**src/rtl/tlp_ingress_arbiter_if.sv**
```systemverilog
// Stream bundle for the TLP ingress arbiter: NUM_REQ AXI4-Stream sources on the
// requester side and one merged AXI4-Stream toward the AXI-to-OCP translation block.
// The "master" modport is the arbiter's view. The "slave" modport is the
// environment's view: the requesters plus the downstream sink.
interface tlp_ingress_arbiter_if #(
  parameter int NUM_REQ = 3,
  parameter int DATA_W  = 64
);
  logic [NUM_REQ-1:0]          s_axis_tvalid;
  logic [NUM_REQ-1:0]          s_axis_tready;
  logic [NUM_REQ*DATA_W-1:0]   s_axis_tdata;
  logic [NUM_REQ*DATA_W/8-1:0] s_axis_tkeep;
  logic [NUM_REQ-1:0]          s_axis_tlast;

  logic                        m_axis_tvalid;
  logic                        m_axis_tready;
  logic [DATA_W-1:0]           m_axis_tdata;
  logic [DATA_W/8-1:0]         m_axis_tkeep;
  logic                        m_axis_tlast;

  modport master (
    input  s_axis_tvalid, s_axis_tdata, s_axis_tkeep, s_axis_tlast, m_axis_tready,
    output s_axis_tready, m_axis_tvalid, m_axis_tdata, m_axis_tkeep, m_axis_tlast
  );

  modport slave (
    output s_axis_tvalid, s_axis_tdata, s_axis_tkeep, s_axis_tlast, m_axis_tready,
    input  s_axis_tready, m_axis_tvalid, m_axis_tdata, m_axis_tkeep, m_axis_tlast
  );
endinterface

```
**src/rtl/tlp_ingress_arbiter.sv**
```systemverilog
// Packet-atomic round-robin arbiter merging TLP source streams (0=completions,
// 1=posted, 2=non-posted) onto one AXI4-Stream. The grant is held from the first
// beat through tlast, so TLPs are never interleaved.
// Optional build macro TLP_CPL_PRIORITY_EN: completions (requester 0) win every
// arbitration in which they are valid; the rr pointer still orders the others.
module tlp_ingress_arbiter #(
  parameter int NUM_REQ = 3,
  parameter int DATA_W  = 64
) (
  input  logic                  clk,
  input  logic                  reset_n,
  tlp_ingress_arbiter_if.master bus,
  output logic [NUM_REQ-1:0]    grant,
  output logic                  busy,
  output logic [15:0]           pkt_count
);

  localparam int KEEP_W = DATA_W / 8;
  localparam int PTR_W  = (NUM_REQ > 1) ? $clog2(NUM_REQ) : 1;

  localparam logic [0:0] S_IDLE = 1'b0;
  localparam logic [0:0] S_XFER = 1'b1;

  logic [0:0]         state_q, state_d;
  logic [NUM_REQ-1:0] grant_q, grant_d;
  logic               busy_q, busy_d;
  logic [PTR_W-1:0]   rr_q, rr_d;
  logic [15:0]        cnt_q, cnt_d;

  logic [NUM_REQ-1:0] sel_oh;
  logic               sel_found;
  logic [PTR_W-1:0]   sel_idx;
  logic [PTR_W-1:0]   rr_after_g;

  logic               m_tvalid_c;
  logic [DATA_W-1:0]  m_tdata_c;
  logic [KEEP_W-1:0]  m_tkeep_c;
  logic               m_tlast_c;
  logic [NUM_REQ-1:0] s_tready_c;

  // Pick the first valid requester at or above the rr pointer, wrapping around.
  always_comb begin
    sel_oh    = '0;
    sel_found = 1'b0;
    sel_idx   = '0;
    for (int k = 0; k < NUM_REQ; k++) begin
      sel_idx = PTR_W'((int'(rr_q) + k) % NUM_REQ);
      if (!sel_found && bus.s_axis_tvalid[sel_idx]) begin
        sel_found       = 1'b1;
        sel_oh[sel_idx] = 1'b1;
      end
    end
`ifdef TLP_CPL_PRIORITY_EN
    // Completions must never wait behind non-posted traffic.
    if (bus.s_axis_tvalid[0]) begin
      sel_oh = NUM_REQ'(1);
    end
`endif
  end

  // Pass the granted requester straight through; everything is zero while idle.
  always_comb begin
    m_tvalid_c = 1'b0;
    m_tdata_c  = '0;
    m_tkeep_c  = '0;
    m_tlast_c  = 1'b0;
    s_tready_c = '0;
    rr_after_g = rr_q;
    if (state_q == S_XFER) begin
      for (int i = 0; i < NUM_REQ; i++) begin
        if (grant_q[i]) begin
          m_tvalid_c    = bus.s_axis_tvalid[i];
          m_tdata_c     = bus.s_axis_tdata[i*DATA_W +: DATA_W];
          m_tkeep_c     = bus.s_axis_tkeep[i*KEEP_W +: KEEP_W];
          m_tlast_c     = bus.s_axis_tlast[i];
          s_tready_c[i] = bus.m_axis_tready;
          rr_after_g    = PTR_W'((i + 1) % NUM_REQ);
        end
      end
    end
  end

  // Grant on any request in IDLE; release and rotate the pointer on the tlast beat.
  always_comb begin
    state_d = state_q;
    grant_d = grant_q;
    busy_d  = busy_q;
    rr_d    = rr_q;
    cnt_d   = cnt_q;
    case (state_q)
      S_IDLE: begin
        if (|bus.s_axis_tvalid) begin
          state_d = S_XFER;
          grant_d = sel_oh;
          busy_d  = 1'b1;
        end
      end
      S_XFER: begin
        if (m_tvalid_c && bus.m_axis_tready && m_tlast_c) begin
          state_d = S_IDLE;
          grant_d = '0;
          busy_d  = 1'b0;
          rr_d    = rr_after_g;
          cnt_d   = cnt_q + 16'd1;
        end
      end
      default: begin
        state_d = S_IDLE;
        grant_d = '0;
        busy_d  = 1'b0;
      end
    endcase
  end

  // Control state; a reset drops any in-flight packet.
  always_ff @(posedge clk or negedge reset_n) begin
    if (!reset_n) begin
      state_q <= S_IDLE;
      grant_q <= '0;
      busy_q  <= 1'b0;
      rr_q    <= '0;
      cnt_q   <= '0;
    end else begin
      state_q <= state_d;
      grant_q <= grant_d;
      busy_q  <= busy_d;
      rr_q    <= rr_d;
      cnt_q   <= cnt_d;
    end
  end

  assign bus.m_axis_tvalid = m_tvalid_c;
  assign bus.m_axis_tdata  = m_tdata_c;
  assign bus.m_axis_tkeep  = m_tkeep_c;
  assign bus.m_axis_tlast  = m_tlast_c;
  assign bus.s_axis_tready = s_tready_c;

  assign grant     = grant_q;
  assign busy      = busy_q;
  assign pkt_count = cnt_q;

endmodule

```
**src/flat_wrapper.sv**
```systemverilog
// flat-port wrapper written by rule: the top's interface ports become plain ports
module tlp_ingress_arbiter_flat 
#(
  parameter int NUM_REQ = 3,
  parameter int DATA_W  = 64
)
  (clk, reset_n, grant, busy, pkt_count, bus_s_axis_tvalid, bus_s_axis_tdata, bus_s_axis_tkeep, bus_s_axis_tlast, bus_m_axis_tready, bus_s_axis_tready, bus_m_axis_tvalid, bus_m_axis_tdata, bus_m_axis_tkeep, bus_m_axis_tlast);
  tlp_ingress_arbiter_if #(.NUM_REQ(NUM_REQ), .DATA_W(DATA_W)) bus_i ();
  input  logic clk;
  input  logic reset_n;
  output logic [NUM_REQ-1:0] grant;
  output logic busy;
  output logic [15:0] pkt_count;
  input wire logic [$bits(bus_i.s_axis_tvalid)-1:0] bus_s_axis_tvalid;
  input wire logic [$bits(bus_i.s_axis_tdata)-1:0] bus_s_axis_tdata;
  input wire logic [$bits(bus_i.s_axis_tkeep)-1:0] bus_s_axis_tkeep;
  input wire logic [$bits(bus_i.s_axis_tlast)-1:0] bus_s_axis_tlast;
  input wire logic [$bits(bus_i.m_axis_tready)-1:0] bus_m_axis_tready;
  output wire logic [$bits(bus_i.s_axis_tready)-1:0] bus_s_axis_tready;
  output wire logic [$bits(bus_i.m_axis_tvalid)-1:0] bus_m_axis_tvalid;
  output wire logic [$bits(bus_i.m_axis_tdata)-1:0] bus_m_axis_tdata;
  output wire logic [$bits(bus_i.m_axis_tkeep)-1:0] bus_m_axis_tkeep;
  output wire logic [$bits(bus_i.m_axis_tlast)-1:0] bus_m_axis_tlast;
  assign bus_i.s_axis_tvalid = bus_s_axis_tvalid;
  assign bus_i.s_axis_tdata = bus_s_axis_tdata;
  assign bus_i.s_axis_tkeep = bus_s_axis_tkeep;
  assign bus_i.s_axis_tlast = bus_s_axis_tlast;
  assign bus_i.m_axis_tready = bus_m_axis_tready;
  assign bus_s_axis_tready = bus_i.s_axis_tready;
  assign bus_m_axis_tvalid = bus_i.m_axis_tvalid;
  assign bus_m_axis_tdata = bus_i.m_axis_tdata;
  assign bus_m_axis_tkeep = bus_i.m_axis_tkeep;
  assign bus_m_axis_tlast = bus_i.m_axis_tlast;
  tlp_ingress_arbiter #(.NUM_REQ(NUM_REQ), .DATA_W(DATA_W)) u_core (.clk(clk), .reset_n(reset_n), .bus(bus_i), .grant(grant), .busy(busy), .pkt_count(pkt_count));
endmodule
```
**config.mk**
```make
export PLATFORM = sky130hd
export DESIGN_NAME = tlp_ingress_arbiter_flat
export DESIGN_NICKNAME = d
export VERILOG_FILES = /design/src/rtl/tlp_ingress_arbiter_if.sv /design/src/rtl/tlp_ingress_arbiter.sv /design/src/flat_wrapper.sv
export SDC_FILE = /design/constraint.sdc
export NUM_CORES = 1
export LEC_CHECK = 0
export BUFFER_PORTS_ARGS = -buffer_cell sky130_fd_sc_hd__buf_2
export CAP_MARGIN = 20
export CORE_AREA = 3 3 124 126
export DETAILED_ROUTE_END_ITERATION = 10
export DIE_AREA = 0 0 127 129
export GPL_TIMING_DRIVEN = 0
export PLACE_DENSITY_LB_ADDON = 0.05
export SYNTH_ARGS = -nofsm -noshare
export SYNTH_HDL_FRONTEND = slang
export SYNTH_SLANG_ARGS = --single-unit
```
**constraint.sdc**
```tcl
create_clock -name clk -period 1.86 [get_ports clk]
set_input_delay 0.279 -clock clk [delete_from_list [all_inputs] [get_ports clk]]
set_output_delay 0.279 -clock clk [all_outputs]
set_load 0.005 [all_outputs]
```
==> results list <==
* Setup repair after global routing missed its margin: true
- The worst register-to-register path begins at u_core.grant[1]$_DFFE_PN0P_.
- The worst-case IR drop observed on VDD is 0.506 mV.
- Detailed Routing Iterations Pass 1: 4
* Power spent charging and discharging nets: 0.00337 W
- The clock reaches the later pin of the worst-skew pair after 0.26 ns.
- Final core utilization: 37.2%
- During synthesis, Yosys emitted a total of 0 warnings.
* Routed vias/inst: 5.12
- Register bit total from synthesis: 23
* Flop2flop setup slack: -0.04 ns
- Measured along the y axis, the die boundary spans 129 µm.
- Gp weighted congestion: 0.872
- Via count of the first global-routing pass: 4,524
* Int Power: 0.00446 W
- Initial antenna violation count: 5
- Die footprint: 16,400 µm²
* Antenna-violating nets left: 0
- Post-synthesis instance area: 2990 µm²
- 322 I/O pins were placed.
* Endpoint required time on the critical path: 1.58 ns
* Total number of clock tree sinks: 23
- Number of distinct library cell variants in the gate-level netlist after synthesis: 48
- Summing the sequential cell areas from Yosys gives 19.2% of the chip area.
* Hold Fails Final Rpt: 0
* Post-synth top flop: sky130_fd_sc_hd__dfrtp_1
- Setup violations remaining at the end of the flow were counted as 76.
* Leakage Power: 3.15 nW
* Routing layer with the top usage in global route: met2
- Cell with the largest stage delay on the worst path: sky130_fd_sc_hd__dfrtp_1
- In the final routed layout, each cell accounts on average for 21.2 µm.
- Clock slew at reported path FFs: 0.06 ns
- WHS: 0.00336 ns
- Relative slew margins: 63.4%
- Routing usage on met3: 5.98%
- Result of the run: finished, violations left
- Endpoint of the lowest-slack register-to-register path: u_core.rr_q[1]$_DFFE_PN0P_
- Maximum number of buffers from clock root to sink: 2
* Slowest Stage Delay on Critical Path: 0.39 ns
- Multi-input gate area in the final layout: 2230 µm²
* Cell chain of the critical path: buf_6, nor2b_4, clkbuf_16, buf_8, a221o_1, o211a_1, buf_2
* Fin crit share: 109%
- Cells after DPL: 832
* Number of filler instances in the final layout: 1,586
- Layout Cells excl Fill: 844
- Most used cells in the layout excluding fill and tap cells: 317 x sky130_fd_sc_hd__buf_2, 72 x sky130_fd_sc_hd__a221o_1, 72 x sky130_fd_sc_hd__o211a_1, 22 x sky130_fd_sc_hd__dfrtp_1
- Number of cells produced by synthesis: 328
* # DRC: 0
* Part of the power in registers: 9.0%
- Routing usage on met2: 33.7%
* Minimum clock period: 2.03 ns
- Number of placement rows: 44
- Total congestion overflow after global routing: 0
- In this run switching power makes up 43.1% of total power.
- Clock network fraction of total power: 6.1%
- Derived from the worst setup path, the maximum achievable clock frequency is 491 MHz.
- Worst slew pin tran: 0.549 ns
- CTS built an H-tree with a depth of 1.
- Buffers placed on the I/O ports in this run total 320.
- Crit-path max FO: 7
- For this design the ratio of total power to cell area is 1460 nW/µm².
* Category of the most critical setup path: reg -> out
* Setup WS post-layout: -0.175 ns
* Final HPWL DP: 14,600 µm
- Violated checks: setup timing
- Worst clock skew: 0.00336 ns
- Clk root buf: sky130_fd_sc_hd__clkbuf_16
- Across the whole layout, storage elements account for 577 µm².
- For this run, asynchronously set or reset flops after synthesis account for 100%.
- The path class of the tightest hold or removal check is in -> async.
- The average instance in the mapped netlist occupies 9.13 µm².
- Sum of negative setup slack: -8.23 ns
* Initial Utilization: 20.8%
- The number of clock buffers added by TritonCTS is 3.
- Yosys mapped a number of flops with a built-in enable equal to 0.
- For this run, the post-layout net count is 889.
* Fraction of final layout cells with drive strength greater than 1: 58.5%
* Routed wire length: 17,900 µm
- Post-cts hold buffer count: 0
* Post-synthesis to final-layout area growth: 79.1%
* First-pass GRT wire length: 25,900 µm
- The worst setup path is launched from a register.
- Starting DRC count in detailed routing: 246
- The worst register-to-register path has a depth of 8.
- Measured along the x axis, the die boundary spans 127 µm.
- Met1 Use GR: 26.4%
- Commonest non-fill, non-tap cell in the layout: sky130_fd_sc_hd__buf_2
- Crit path capture type: output pin
- Syn Nets: 558
* Total global-route track usage: 20.1%
- Endpoint arrival time on the critical path: 1.76 ns
- Reported max-cap violation count: 0
- Largest net degree at the start of global routing: 24
- TritonCTS built the clock tree.
- The total area inside the core boundary comes to 14,400 µm².
* Part of the total power dissipated in combinational logic: 85.0%
- Max-slew violations: 0
- Overall via count from detail_route: 4,322
-- worst max path at each step --
| stage | endpoint | slack (ns) | cells past startpoint | start |
|---|---|---|---|---|
| after global placement | bus_m_axis_tdata[1] | -0.50 | 6 | u_core.grant[2]$_DFFE_PN0P_ |
| after global routing | bus_m_axis_tdata[1] | -0.24 | 7 | u_core.grant[1]$_DFFE_PN0P_ |
| after detailed placement | bus_m_axis_tdata[1] | -0.51 | 6 | u_core.grant[2]$_DFFE_PN0P_ |
| after floorplan | u_core.grant[2]$_DFFE_PN0P_ | 0.07 | 7 | u_core.rr_q[0]$_DFFE_PN0P_ |
| after CTS | bus_m_axis_tdata[17] | -0.17 | 7 | u_core.grant[1]$_DFFE_PN0P_ |
| final | bus_m_axis_tdata[1] | -0.17 | 7 | u_core.grant[1]$_DFFE_PN0P_ |
-- per-layer routing --
metal,share of wire [%],wire [µm],vias up
li1,-,-,2055
met1,42,7470,2084
met2,49,8840,169
met3,8.4,1510,10
met4,0.42,75,4
met5,0.11,19,-
-- cell families (layout without fill, tap and decap cells) --
group	count (synthesis)	count (layout)	share of synthesized area, %
AOI/OAI and AO/OA	171	171	54.9
xor gates and xnor gates	15	15	4.39
adders and majority gates	5	5	2.09
buffers and inverters	52	382	7.61
DFF	23	23	19.2
muxes	2	2	0.669
other	0	2	0
and+or+nand+nor	60	60	11.2
-- repair_timing --
| item | in CTS | in global routing |
|---|---|---|
| hold endpoints to repair | 0 | 0 |
| resized for setup | 98 | 14 |
| setup buffers | 5 | 0 |
| pin swaps | 3 | 2 |
| endpoints found under the setup margin | 81 | 92 |
| gates cloned | 2 | 1 |
-- power by group through the flow --
stage / clock [W] / combinational [W] / sequential, W
detailed placement: 0 / 0.00561 / 0.000733
global route: 0.000517 / 0.00724 / 0.000718
global placement: 0 / 0.00558 / 0.000731
floorplan: 0 / 0.00338 / 0.000707
finish: 0.000477 / 0.00665 / 0.000701
CTS: 0.000496 / 0.00659 / 0.000701
-- synth_stat cells (5+ instances only) --
cell type	n	area [µm²]
sky130_fd_sc_hd__a21oi_1	7	35.0
sky130_fd_sc_hd__a221o_1	72	721
sky130_fd_sc_hd__buf_2	5	25.0
sky130_fd_sc_hd__clkbuf_1	37	139
sky130_fd_sc_hd__dfrtp_1	23	576
sky130_fd_sc_hd__ha_1	5	62.6
sky130_fd_sc_hd__nand2_1	10	37.5
sky130_fd_sc_hd__nand3_1	11	55.1
sky130_fd_sc_hd__nor2_1	11	41.3
sky130_fd_sc_hd__o211a_1	72	721
sky130_fd_sc_hd__xnor2_1	8	70.1
sky130_fd_sc_hd__xor2_1	7	61.3
-- worst max-delay path: cells and delay by family (launching register included) --
family,cells,cell delay (ns)
AND/OR/NAND/NOR,1,0.16
AO/OA/AOI/OAI,2,0.33
buffers and inverters,4,0.62
flip-flops,1,0.39
-- stage by stage --
| step | instance area, µm² | setup WS, ns | total power [W] |
|---|---|---|---|
| after floorplan | 3000 | 0.0694 | 0.00409 |
| after global placement | 4830 | -0.500 | 0.00632 |
| after detailed placement | 4830 | -0.506 | 0.00634 |
| after CTS | 5300 | -0.174 | 0.00778 |
| after global routing | 5360 | -0.243 | 0.00847 |
| final | 5360 | -0.175 | 0.00783 |
-- sequential cells by signal, indices dropped and copies added, names as in the netlist --
register          flops
u_core.state_q        1
u_core.pkt_count     16
u_core.busy           1
u_core.grant          3
u_core.rr_q           2
-- area by class of cell --
cell class	count	area share, %
plain buffers	46	8.91
repair buffers	328	32.6
clock buffers	3	1.40
diodes	2	0.0933
flip-flops and latches	23	10.8
multi-input cells	253	41.6
inverters	4	0.280
well taps	184	4.29
clock inverters	1	0.0933
Note: power is estimated with default switching activity, not from simulation.
